===== config.mk =====
export PLATFORM = sky130hd
export DESIGN_NAME = mux_scan_ctrl_flat
export DESIGN_NICKNAME = d
export VERILOG_FILES = /design/src/rtl/mux_scan_ctrl_pkg.sv /design/src/rtl/mux_scan_ctrl_if.sv /design/src/rtl/mux_scan_ctrl_settle_timer.sv /design/src/rtl/mux_scan_ctrl.sv /design/src/flat_wrapper.sv
export SDC_FILE = /design/constraint.sdc
export NUM_CORES = 1
export LEC_CHECK = 0
export CELL_PAD_IN_SITES_DETAIL_PLACEMENT = 0
export CELL_PAD_IN_SITES_GLOBAL_PLACEMENT = 2
export CORE_UTILIZATION = 30
export CTS_CLUSTER_DIAMETER = 40
export DETAILED_ROUTE_END_ITERATION = 10
export GPL_TIMING_DRIVEN = 0
export PLACE_DENSITY = 0.83
export SYNTH_ARGS = -nofsm -noshare
export SYNTH_HDL_FRONTEND = slang
export SYNTH_SLANG_ARGS = --single-unit

===== constraint.sdc =====
create_clock -name clk -period 1.6 [get_ports clk]
set_input_delay 0.32 -clock clk [delete_from_list [all_inputs] [get_ports clk]]
set_output_delay 0.32 -clock clk [all_outputs]
set_load 0.005 [all_outputs]

===== src/rtl/mux_scan_ctrl_pkg.sv =====
// Shared definitions for the mux scan controller: state encoding, channel
// count, select/counter widths and the settle-load helper.
// Latency: n/a (definitions only). Backpressure: n/a.
//
// Contents:
//   N_CH      number of mux channels scanned per frame
//   SEL_W     width of the mux select
//   CNT_W     width of the settle counter
//   LAST_SEL  select code of the final channel in a scan
//   state_t   controller states IDLE / SCAN / OUT
package mux_scan_ctrl_pkg;

  localparam int N_CH  = 4;
  localparam int SEL_W = 2;
  localparam int CNT_W = 4;

  localparam logic [SEL_W-1:0] LAST_SEL = SEL_W'(N_CH - 1);

  typedef enum logic [1:0] {
    ST_IDLE = 2'd0,
    ST_SCAN = 2'd1,
    ST_OUT  = 2'd2
  } state_t;

  // Settle values above the counter range saturate rather than wrap, so an
  // oversized parameter still gives the longest settle instead of a short one.
  function automatic logic [CNT_W-1:0] settle_load(input int unsigned s);
    logic [CNT_W-1:0] v;
    if (s > ((1 << CNT_W) - 1)) v = '1;
    else                        v = CNT_W'(s);
    return v;
  endfunction

endpackage


===== src/rtl/mux_scan_ctrl_if.sv =====
// Bundle between the scan controller and its mux/downstream consumer.
// Latency: n/a (wires only). Backpressure: frame_valid/frame_ready handshake.
//
// Signals:
//   start, cont        scan requests (consumer -> controller)
//   f                  mux output (mux -> controller)
//   sel                mux select (controller -> mux)
//   frame, frame_valid packed samples and qualifier (controller -> consumer)
//   frame_ready        consumer acceptance (consumer -> controller)
//   busy               controller not idle
// Modports: master = controller side, slave = mux/consumer side.
interface mux_scan_ctrl_if;
  import mux_scan_ctrl_pkg::*;

  logic             start;
  logic             cont;
  logic             f;
  logic [SEL_W-1:0] sel;
  logic [N_CH-1:0]  frame;
  logic             frame_valid;
  logic             frame_ready;
  logic             busy;

  modport master (
    input  start, cont, f, frame_ready,
    output sel, frame, frame_valid, busy
  );

  modport slave (
    output start, cont, f, frame_ready,
    input  sel, frame, frame_valid, busy
  );

endinterface


===== src/rtl/mux_scan_ctrl_settle_timer.sv =====
// Loadable down-counter timing the settle window after each select change.
// Latency: load takes effect on the next edge; zero is a decode of the count.
// Backpressure: none; counts only while en is high and holds at zero.
//
// Ports:
//   clk, rst_n  clock and async active-low reset
//   load        load value on this edge (has priority over counting)
//   en          decrement on this edge when the count is non-zero
//   value       reload value
//   zero        count is zero
module settle_timer
  import mux_scan_ctrl_pkg::*;
(
  input  logic             clk,
  input  logic             rst_n,
  input  logic             load,
  input  logic             en,
  input  logic [CNT_W-1:0] value,
  output logic             zero
);

  logic [CNT_W-1:0] cnt;

  always_ff @(posedge clk or negedge rst_n) begin
    if (!rst_n) begin
      cnt <= '0;
    end else if (load) begin
      cnt <= value;
    end else if (en && (cnt != '0)) begin
      cnt <= cnt - CNT_W'(1);
    end
  end

  assign zero = (cnt == '0);

endmodule


===== src/rtl/mux_scan_ctrl.sv =====
// Scans mux select 0..3, samples f after a settle window, emits 4-bit frames.
// Latency: frame_valid rises 4*(SETTLE+1) edges after the start edge.
// Backpressure: frame held in OUT until frame_ready; scanning stalls, sel=0.
//
// Ports:
//   clk    system clock, rising edge
//   rst_n  asynchronous active-low reset; aborts any scan in progress
//   bus    mux_scan_ctrl_if.master: start/cont/f/frame_ready in,
//          sel/frame/frame_valid/busy out (all outputs registered)
module mux_scan_ctrl
  import mux_scan_ctrl_pkg::*;
#(
  parameter int unsigned SETTLE = 1
)(
  input  logic           clk,
  input  logic           rst_n,
  mux_scan_ctrl_if.master bus
);

  localparam logic [CNT_W-1:0] SETTLE_V = settle_load(SETTLE);

  state_t           state;
  logic [SEL_W-1:0] sel_q;
  logic [N_CH-2:0]  shadow;   // channels 0..N_CH-2; the last goes straight to frame
  logic [N_CH-1:0]  frame_q;
  logic             frame_valid_q;
  logic             busy_q;

  logic             hs;
  logic             scan_go;
  logic             tmr_load;
  logic             tmr_en;
  logic             tmr_zero;

  // scan_go covers both ways into SCAN: a start from IDLE, or a completed
  // handshake in OUT with another scan requested. The timer also reloads
  // after every non-final sample so each channel gets a full settle window.
  always_comb begin
    hs       = frame_valid_q & bus.frame_ready;
    scan_go  = ((state == ST_IDLE) & bus.start) |
               ((state == ST_OUT) & hs & (bus.cont | bus.start));
    tmr_load = scan_go |
               ((state == ST_SCAN) & tmr_zero & (sel_q != LAST_SEL));
    tmr_en   = (state == ST_SCAN);
  end

  settle_timer u_settle_timer (
    .clk   (clk),
    .rst_n (rst_n),
    .load  (tmr_load),
    .en    (tmr_en),
    .value (SETTLE_V),
    .zero  (tmr_zero)
  );

  always_ff @(posedge clk or negedge rst_n) begin
    if (!rst_n) begin
      state         <= ST_IDLE;
      sel_q         <= '0;
      shadow        <= '0;
      frame_q       <= '0;
      frame_valid_q <= 1'b0;
      busy_q        <= 1'b0;
    end else begin
      case (state)
        ST_IDLE: begin
          sel_q <= '0;
          if (bus.start) begin
            state  <= ST_SCAN;
            busy_q <= 1'b1;
          end
        end

        ST_SCAN: begin
          // start is deliberately not looked at here; a scan runs to completion.
          if (tmr_zero) begin
            for (int i = 0; i < N_CH - 1; i++) begin
              if (sel_q == SEL_W'(i)) shadow[i] <= bus.f;
            end
            if (sel_q != LAST_SEL) begin
              sel_q <= sel_q + SEL_W'(1);
            end else begin
              // Final channel is taken live so the frame is complete on this edge.
              frame_q       <= {bus.f, shadow};
              frame_valid_q <= 1'b1;
              sel_q         <= '0;
              state         <= ST_OUT;
            end
          end
        end

        ST_OUT: begin
          // frame_q is left untouched after the handshake; it only changes on
          // the next entry to OUT.
          if (hs) begin
            frame_valid_q <= 1'b0;
            if (bus.cont || bus.start) begin
              state <= ST_SCAN;
            end else begin
              state  <= ST_IDLE;
              busy_q <= 1'b0;
            end
          end
        end

        default: begin
          state         <= ST_IDLE;
          sel_q         <= '0;
          frame_valid_q <= 1'b0;
          busy_q        <= 1'b0;
        end
      endcase
    end
  end

  assign bus.sel         = sel_q;
  assign bus.frame       = frame_q;
  assign bus.frame_valid = frame_valid_q;
  assign bus.busy        = busy_q;

endmodule


===== src/flat_wrapper.sv =====
// flat-port wrapper written by rule: the top's interface ports become plain ports
module mux_scan_ctrl_flat import mux_scan_ctrl_pkg::*;
#(
  parameter int unsigned SETTLE = 1
)
  (clk, rst_n, bus_start, bus_cont, bus_f, bus_frame_ready, bus_sel, bus_frame, bus_frame_valid, bus_busy);
  mux_scan_ctrl_if bus_i ();
  input  logic clk;
  input  logic rst_n;
  input wire logic [$bits(bus_i.start)-1:0] bus_start;
  input wire logic [$bits(bus_i.cont)-1:0] bus_cont;
  input wire logic [$bits(bus_i.f)-1:0] bus_f;
  input wire logic [$bits(bus_i.frame_ready)-1:0] bus_frame_ready;
  output wire logic [$bits(bus_i.sel)-1:0] bus_sel;
  output wire logic [$bits(bus_i.frame)-1:0] bus_frame;
  output wire logic [$bits(bus_i.frame_valid)-1:0] bus_frame_valid;
  output wire logic [$bits(bus_i.busy)-1:0] bus_busy;
  assign bus_i.start = bus_start;
  assign bus_i.cont = bus_cont;
  assign bus_i.f = bus_f;
  assign bus_i.frame_ready = bus_frame_ready;
  assign bus_sel = bus_i.sel;
  assign bus_frame = bus_i.frame;
  assign bus_frame_valid = bus_i.frame_valid;
  assign bus_busy = bus_i.busy;
  mux_scan_ctrl #(.SETTLE(SETTLE)) u_core (.clk(clk), .rst_n(rst_n), .bus(bus_i));
endmodule

* After elaboration in Yosys (flattened, before gate mapping) *
Cells that the tools add are included.

storage, ports and cells
  register bits = 17
  bits of input ports = 6

operators by class
  add/sub/neg operators = 2
  equal/unequal tests = 10
  mux-type cells = 19
  bitwise operators = 13
  reductions and logical operators = 15

operator list
  kind                   count
  $mux W2                6
  $reduce_and A3 Y1      4
  $reduce_and A4 Y1      3
  $mux W4                2
  $ne A2 B2 Y1 const B   4
  $mux W1                7
  $and A1 B1 Y1          6
  $pmux W1 S3            2
  $pmux W2 S3            1
  $eq A2 B1 Y1 const B   2
  $eq A2 B2 Y1 const B   2
  $logic_not A2 Y1       2
  $logic_not A4 Y1       1
  $ne A2 B1 Y1 const B   2
  $not A1 Y1             4
  $pmux W2 S2            1
  $reduce_bool A4 Y1     1
  $sub A4 B1 Y4 const B  1
  $or A1 B1 Y1           3
  $add A2 B1 Y2 const B  1
  $reduce_and A2 Y1      1
  $reduce_bool A2 Y1     1
  $logic_and A1 B1 Y1    1
  $logic_or A1 B1 Y1     1

* Logic depth before layout (Yosys ltp) *
Gate-level depths: netlist of run 1.

  depth after elaboration = 6
  depth in mapped cells = 6
  gate-level depth less buffers = 5

* Hierarchy *
Synthesis of run 1 repeated with hierarchy kept, for this count alone.

second synthesis, totals
  cell total of the unflattened synthesis = 86
  area, all modules = 954.7 sq um

by module, submodules not included
  module         instances  cells each  area each (sq um)
  mux_scan_ctrl  1          59          684.4
  settle_timer   1          27          270.3

* Worst setup path after synthesis of run 1 *
OpenSTA, ideal clock, no wires.

  path type = register -> register
  start point = register u_core.u_settle_timer.cnt[0]
  end point = register u_core.frame_q[0], in the netlist u_core.bus.frame[0]
  arrival = 1.642 ns
  required time = 1.473 ns
  setup slack = -0.169 ns
  cell stages (with the launch flop) = 7
  path buffers = 1
  clock period less this slack = 1.769 ns
  cell sequence = dfrtp_1 -> inv_1 -> ha_1 -> nor3b_4 -> and4b_1 -> buf_2 -> mux2_1

on the way
  cells in the longest elaborated chain, start to end = 2

RTL lines
  item                                line                              source
  from (decl)                         mux_scan_ctrl_settle_timer.sv:22  logic [CNT_W-1:0] cnt;
  from (signal assigned)              mux_scan_ctrl_settle_timer.sv:28  cnt <= value;
  from (signal assigned)              mux_scan_ctrl_settle_timer.sv:30  cnt <= cnt - CNT_W'(1);
  $logic_not A4 Y1                    mux_scan_ctrl_settle_timer.sv:34  assign zero = (cnt == '0);
  $reduce_and A3 Y1 (no source line)  n/a
  to (signal assigned)                mux_scan_ctrl.sv:84               frame_q <= {bus.f, shadow};
  to (decl)                           mux_scan_ctrl.sv:25               logic [N_CH-1:0] frame_q;

Every way passes these cells.
A chain may end at the register's enable or synchronous reset.

* Final worst setup path of run 1 *
  start point = register u_core.u_settle_timer.cnt[1]
  end point = register u_core.frame_q[0], in the netlist u_core.bus.frame[0]

The elaborated chain is that of the path after synthesis.

==> metrics.yaml, run 1 <==
slew_headroom: 0.472
reg2reg_slack_ns: -0.05
vias: 672
final_area_um2: 1160
timing.final.ws_setup_ns: -0.0492
ys_seq_area_frac: 0.475
rsz0062_at_grt: "yes"
first_pass_iters: 2
p_leak_nw: 0.486
power.density_nw_per_um2: 1740
status: "complete, but fails checks"
die_w_um: 56.6
final_cell_mix: "16 x dfrtp_1, 13 x clkdlybuf4s50_1, 5 x inv_1"
cts_sinks: 17
first_iter_violations: 10
grt_usage: 0.118
synth-edff-count: 0
dpl_cell_area_um2: 1090
ys_ff_latch: 17
viasPerCell: 5.09
drcViolationCount: 0
synth_flop_cell: "dfrtp_1"
first_global_vias: 655
r2r_cells: 6
preCtsSetupSlack_ns: -0.352
peakVddDrop_mv: 0.836
n_fill_cell: 271
final_core_util: 0.416
area_growth_syn_to_layout_pct: 29.2
worstPathArrival_ns: 1.82
postCtsHoldBufs: 0
coreArea_um2: 2780
dpl.hpwl_um: 1220
hp-class: "in2async"
async_flop_share: 1.00
syn_nets: 92
p_clk_frac: 0.110
p_comb_frac: 0.503
wl_per_cell_um: 13.0
setup_viol: 8
synth.area.top_cells: "dfrtp_1 47%, mux2_1 8.8%, ha_1 7.0%"
cts_max_path_buffers: 2
initial_core_util: 0.322
drive_above_1_share: 0.198
die_area_um2: 3210
cts_tree: "done"
p_sw_frac: 0.351
register_area_um2: 427
cts_root_buffer: "clkbuf_4"
power_switching_mw: 0.707
nets: 113
finClkSkew_ns: 0.000464
crit_fanout: 5
n_antenna_cell: 0
insertion_delay_ns: 0.28
rows: 19
antenna_found_initial: 0
overflow: 0
io_buffers: 13
path_class: "reg2reg"
synth.distinct_cells: 32
crit_path_start_kind: "flop"
max_freq_ghz: 0.606
syn_area_per_cell_um2: 11.1
multi_input_area_um2: 459
final_common_cell: "dfrtp_1"
clkTransAtPathRegs_ns: 0.10
gp_congestion: 0.762
io_pins: 14
violations: "negative setup slack"
timing.hold.ws_ns: 0.489
drv_slew: 0
cp.required_ns: 1.77
synth_top_area_cell: "dfrtp_1"
maxCapViolCount: 0
synth_top_area_frac: 0.475
crit_path_end_kind: "flop"
cts_max_level: 1
numCtsBuffers: 3
drtAntennaViolNets: 0
hold_viol: 0
p_int_mw: 1.31
yosys_warnings: 0
max_slew.worst_pin.slew_ns: 0.789
total_power_mw: 2.01
layout_min_cycle_time_ns: 1.65
dieHeight_um: 56.6
grt_pass1_wl_um: 2980
wirelength_um: 1710
synthCells: 81
synth_area_um2: 896
seq_power_share: 0.387
fin_crit_sh: 1.03
grt_max_degree: 18
layout make-up:
class | count | share of cell area
clock buffers | 3 | 0.0195
multi-input cells | 55 | 0.397
plain buffers | 3 | 0.0259
flip-flops and latches | 17 | 0.369
repair buffers | 16 | 0.132
well taps | 31 | 0.0335
inverters | 6 | 0.0195
clock inverters | 1 | 0.00432
per-stage QoR:
stage,instances,TNS [ns]
3_3_place_gp,125,-2.12
4_1_cts,131,-0.114
2_1_floorplan,81,-0.552
5_1_grt,132,-0.739
3_5_place_dp,125,-1.98
6_report,132,-0.251
critical path: stages, from the launching register on:
cell and delay [ns]:
dfrtp_1 0.41, inv_1 0.10, ha_4 0.15, nor3b_4 0.21, and4b_1 0.23, buf_6 0.13
mux2_4 0.30
registers in the layout, summed over array words and instances, names as in the netlist:
signal / count
u_core.bus.frame: 4
u_core.shadow: 3
u_core.u_settle_timer.cnt: 4
u_core.bus.sel: 2
u_core.state: 2
u_core.bus.busy: 1
u_core.bus.frame_valid: 1
path summary, 6_finish.rpt:
path,endpoint,from
setup / recovery,u_core.bus.frame[0]$_DFFE_PN0P_,u_core.u_settle_timer.cnt[1]$_DFFE_PN0P_
hold / removal,u_core.bus.frame_valid$_DFFE_PN0P_,rst_n
setup reg to reg,u_core.bus.frame[0]$_DFFE_PN0P_,u_core.u_settle_timer.cnt[1]$_DFFE_PN0P_
min in group clk,u_core.shadow[1]$_DFFE_PN0P_,u_core.shadow[1]$_DFFE_PN0P_
hold reg to reg,u_core.shadow[1]$_DFFE_PN0P_,u_core.shadow[1]$_DFFE_PN0P_
max in group asynchronous,u_core.bus.sel[0]$_DFFE_PN0P_,rst_n
cell usage after synthesis (2+ instances only):
cell type and instances:
nand2_1 4, o21ai_1 3, or3_1 2, inv_1 5, mux2_1 7, nand3_1 3
dfrtp_1 17, mux2i_1 2, o21ai_0 4, a21oi_1 5, nor2_1 3, ha_1 5
nor2b_1 2
layer usage:
metal  GRT usage  routed length [um]  share of wire
met2       0.180                 801           0.47
met4      0.0453                  27          0.016
met3      0.0138                  30          0.018
met1       0.171                 855           0.50
met5           0                   0              0
power groups by stage:
stage | registers [mW] | logic, mW | clock network [mW]
2_1_floorplan | 0.768 | 0.589 | 0
3_3_place_gp | 0.782 | 0.886 | 0
3_5_place_dp | 0.796 | 0.901 | 0
4_1_cts | 0.786 | 0.976 | 0.234
5_1_grt | 0.811 | 1.13 | 0.264
6_report | 0.779 | 1.01 | 0.223
logic make-up (layout without fill, tap and decap cells):
family	Yosys count	in the layout	synth area share
compound gates	19	19	0.131
mux	9	9	0.110
fa+ha+maj	5	5	0.0698
flops	17	17	0.475
buf+inv	9	29	0.0517
simple gates	22	22	0.162
what timing repair did:
| item | 4_1_cts | 5_1_grt |
|---|---|---|
| resized for setup | 2 | 2 |
| pin swaps | 2 | 0 |
| buffers inserted | 2 | 1 |
| gates cloned | 0 | 0 |
| setup endpoints to repair | 9 | 10 |
No activity file was read; power rests on OpenSTA's default activity.
==> run 2: changes to the inputs <==
--- a/config.mk
+++ b/config.mk
@@ -7,11 +7,13 @@
 export LEC_CHECK = 0
 export CELL_PAD_IN_SITES_DETAIL_PLACEMENT = 0
 export CELL_PAD_IN_SITES_GLOBAL_PLACEMENT = 2
-export CORE_UTILIZATION = 30
+export CORE_ASPECT_RATIO = 0.6
+export CORE_UTILIZATION = 33
 export CTS_CLUSTER_DIAMETER = 40
 export DETAILED_ROUTE_END_ITERATION = 10
 export GPL_TIMING_DRIVEN = 0
-export PLACE_DENSITY = 0.83
+export PLACE_DENSITY = 0.86
 export SYNTH_ARGS = -nofsm -noshare
 export SYNTH_HDL_FRONTEND = slang
 export SYNTH_SLANG_ARGS = --single-unit
+export TNS_END_PERCENT = 30
==> constraint.sdc (replaced) <==
create_clock -name clk -period 1.7 [get_ports clk]
set_input_delay 0.34 -clock clk [delete_from_list [all_inputs] [get_ports clk]]
set_output_delay 0.34 -clock clk [all_outputs]
set_load 0.005 [all_outputs]
==> metrics.yaml, run 2 (synthesis results as in run 1) <==
multi_input_area_um2: 452
drtAntennaViolNets: 0
rsz0062_at_grt: "no"
crit_end: "bus_sel[0]"
wirelength_um: 1950
p_comb_frac: 0.465
setup_viol: 0
cp.required_ns: 1.36
slew_headroom: 0.488
vias: 673
crit_path_end_kind: "output pin"
final_core_util: 0.454
p_int_mw: 1.27
overflow: 0
coreArea_um2: 2540
total_power_mw: 1.97
area_growth_syn_to_layout_pct: 28.6
timing.hold.ws_ns: 0.496
path_class: "reg2out"
die_area_um2: 2930
drv_slew: 0
numCtsBuffers: 3
status: "finished clean"
cpLargestDelayFamily: "buffers and inverters"
cts_sinks: 17
p_sw_frac: 0.357
cts_max_level: 1
grt_usage: 0.154
drive_above_1_share: 0.162
insertion_delay_ns: 0.25
io_pins: 14
cp.depth: 1
grt_pass1_wl_um: 3320
layout_min_cycle_time_ns: 1.61
first_pass_iters: 4
first_global_vias: 659
peakVddDrop_mv: 0.739
grt_max_degree: 18
hp-class: "reg2reg"
timing.critical_path.from: "u_core.bus.sel[0]$_DFFE_PN0P_"
clkTransAtPathRegs_ns: 0.07
reg2reg_slack_ns: 0.11
nets: 111
viasPerCell: 5.14
gp_congestion: 0.771
finClkSkew_ns: 0.000632
cts_tree: "done"
r2r_cells: 6
register_area_um2: 425
antenna_found_initial: 0
r2r-end: "u_core.bus.frame[2]$_DFFE_PN0P_"
p_clk_frac: 0.155
n_fill_cell: 233
hold_viol: 0
n_antenna_cell: 0
postCtsHoldBufs: 0
crit_fanout: 7
die_w_um: 69.3
final_common_cell: "dfrtp_1"
drcViolationCount: 0
power.density_nw_per_um2: 1710
io_buffers: 13
max_freq_ghz: 0.622
first_iter_violations: 41
rows: 14
dieHeight_um: 42.4
max_slew.worst_pin.slew_ns: 0.765
maxCapViolCount: 0
crit_buf_inv: 1
seq_power_share: 0.380
p_leak_nw: 0.479
wl_per_cell_um: 14.9
final_cell_mix: "17 x dfrtp_1, 13 x clkdlybuf4s50_1, 5 x a21oi_1"
dpl.hpwl_um: 1400
initial_core_util: 0.353
fin_crit_sh: 0.946
cts_max_path_buffers: 2
crit_chain: "clkdlybuf4s50_1"
crit_path_start_kind: "flop"
cpPeakStageDelay_ns: 0.55
worst_path_max_delay_cell: "clkdlybuf4s50_1"
power_switching_mw: 0.703
cts_root_buffer: "clkbuf_8"
r2r-start: "u_core.u_settle_timer.cnt[1]$_DFFE_PN0P_"
worstPathArrival_ns: 1.27
[run 2: per-layer routing]
| layer | wire length (um) | track usage | vias to the layer above |
|---|---|---|---|
| li1 | - | - | 331 |
| met1 | 1020 | 0.213 | 333 |
| met2 | 854 | 0.219 | 7 |
| met3 | 63 | 0.0577 | 2 |
| met4 | 8 | 0.0612 | 0 |
| met5 | 0 | 0 | - |
[run 2: power groups by stage]
| stage | Sequential [mW] | Combinational [mW] | Clock, mW |
|---|---|---|---|
| after floorplan | 0.723 | 0.555 | 0 |
| after global placement | 0.739 | 0.845 | 0 |
| after detailed placement | 0.750 | 0.872 | 0 |
| after CTS | 0.747 | 0.898 | 0.317 |
| after global routing | 0.778 | 1.01 | 0.345 |
| final | 0.750 | 0.917 | 0.305 |
[run 2: final cells by class]
type,instances,share of cell area
repair buffers,14,0.119
plain buffers,3,0.0261
clock buffers,4,0.0391
inverters,6,0.0195
multi-input cells,55,0.392
flip-flops and latches,17,0.369
well taps,32,0.0347
[run 2: worst min-delay path by stage]
stage	startpoint	end	slack, ns	cells after the start
3_3_place_gp	u_core.shadow[1]$_DFFE_PN0P_	u_core.shadow[1]$_DFFE_PN0P_	0.48	1
4_1_cts	u_core.shadow[2]$_DFFE_PN0P_	u_core.shadow[2]$_DFFE_PN0P_	0.50	1
6_report	u_core.shadow[2]$_DFFE_PN0P_	u_core.shadow[2]$_DFFE_PN0P_	0.50	1
2_1_floorplan	rst_n	u_core.bus.busy$_DFFE_PN0P_	0.04	0
3_5_place_dp	u_core.shadow[2]$_DFFE_PN0P_	u_core.shadow[2]$_DFFE_PN0P_	0.49	1
5_1_grt	u_core.shadow[0]$_DFFE_PN0P_	u_core.shadow[0]$_DFFE_PN0P_	0.52	1
[run 2: timing repair]
item / CTS / global route
resized for setup: 0 / 3
buffers inserted: 1 / 0
pin swaps: 0 / 1
endpoints found under the setup margin: 8 / 7
[run 2: stage by stage]
stage | setup WS, ns | cells | setup TNS (ns) | area (um2)
after floorplan | -0.0380 | 81 | -0.152 | 920
after global routing | 0.00592 | 131 | 0 | 1150
after global placement | -0.259 | 126 | -1.13 | 1090
after detailed placement | -0.276 | 126 | -1.24 | 1090
final | 0.0910 | 131 | 0 | 1150
after CTS | 0.0393 | 131 | 0 | 1140
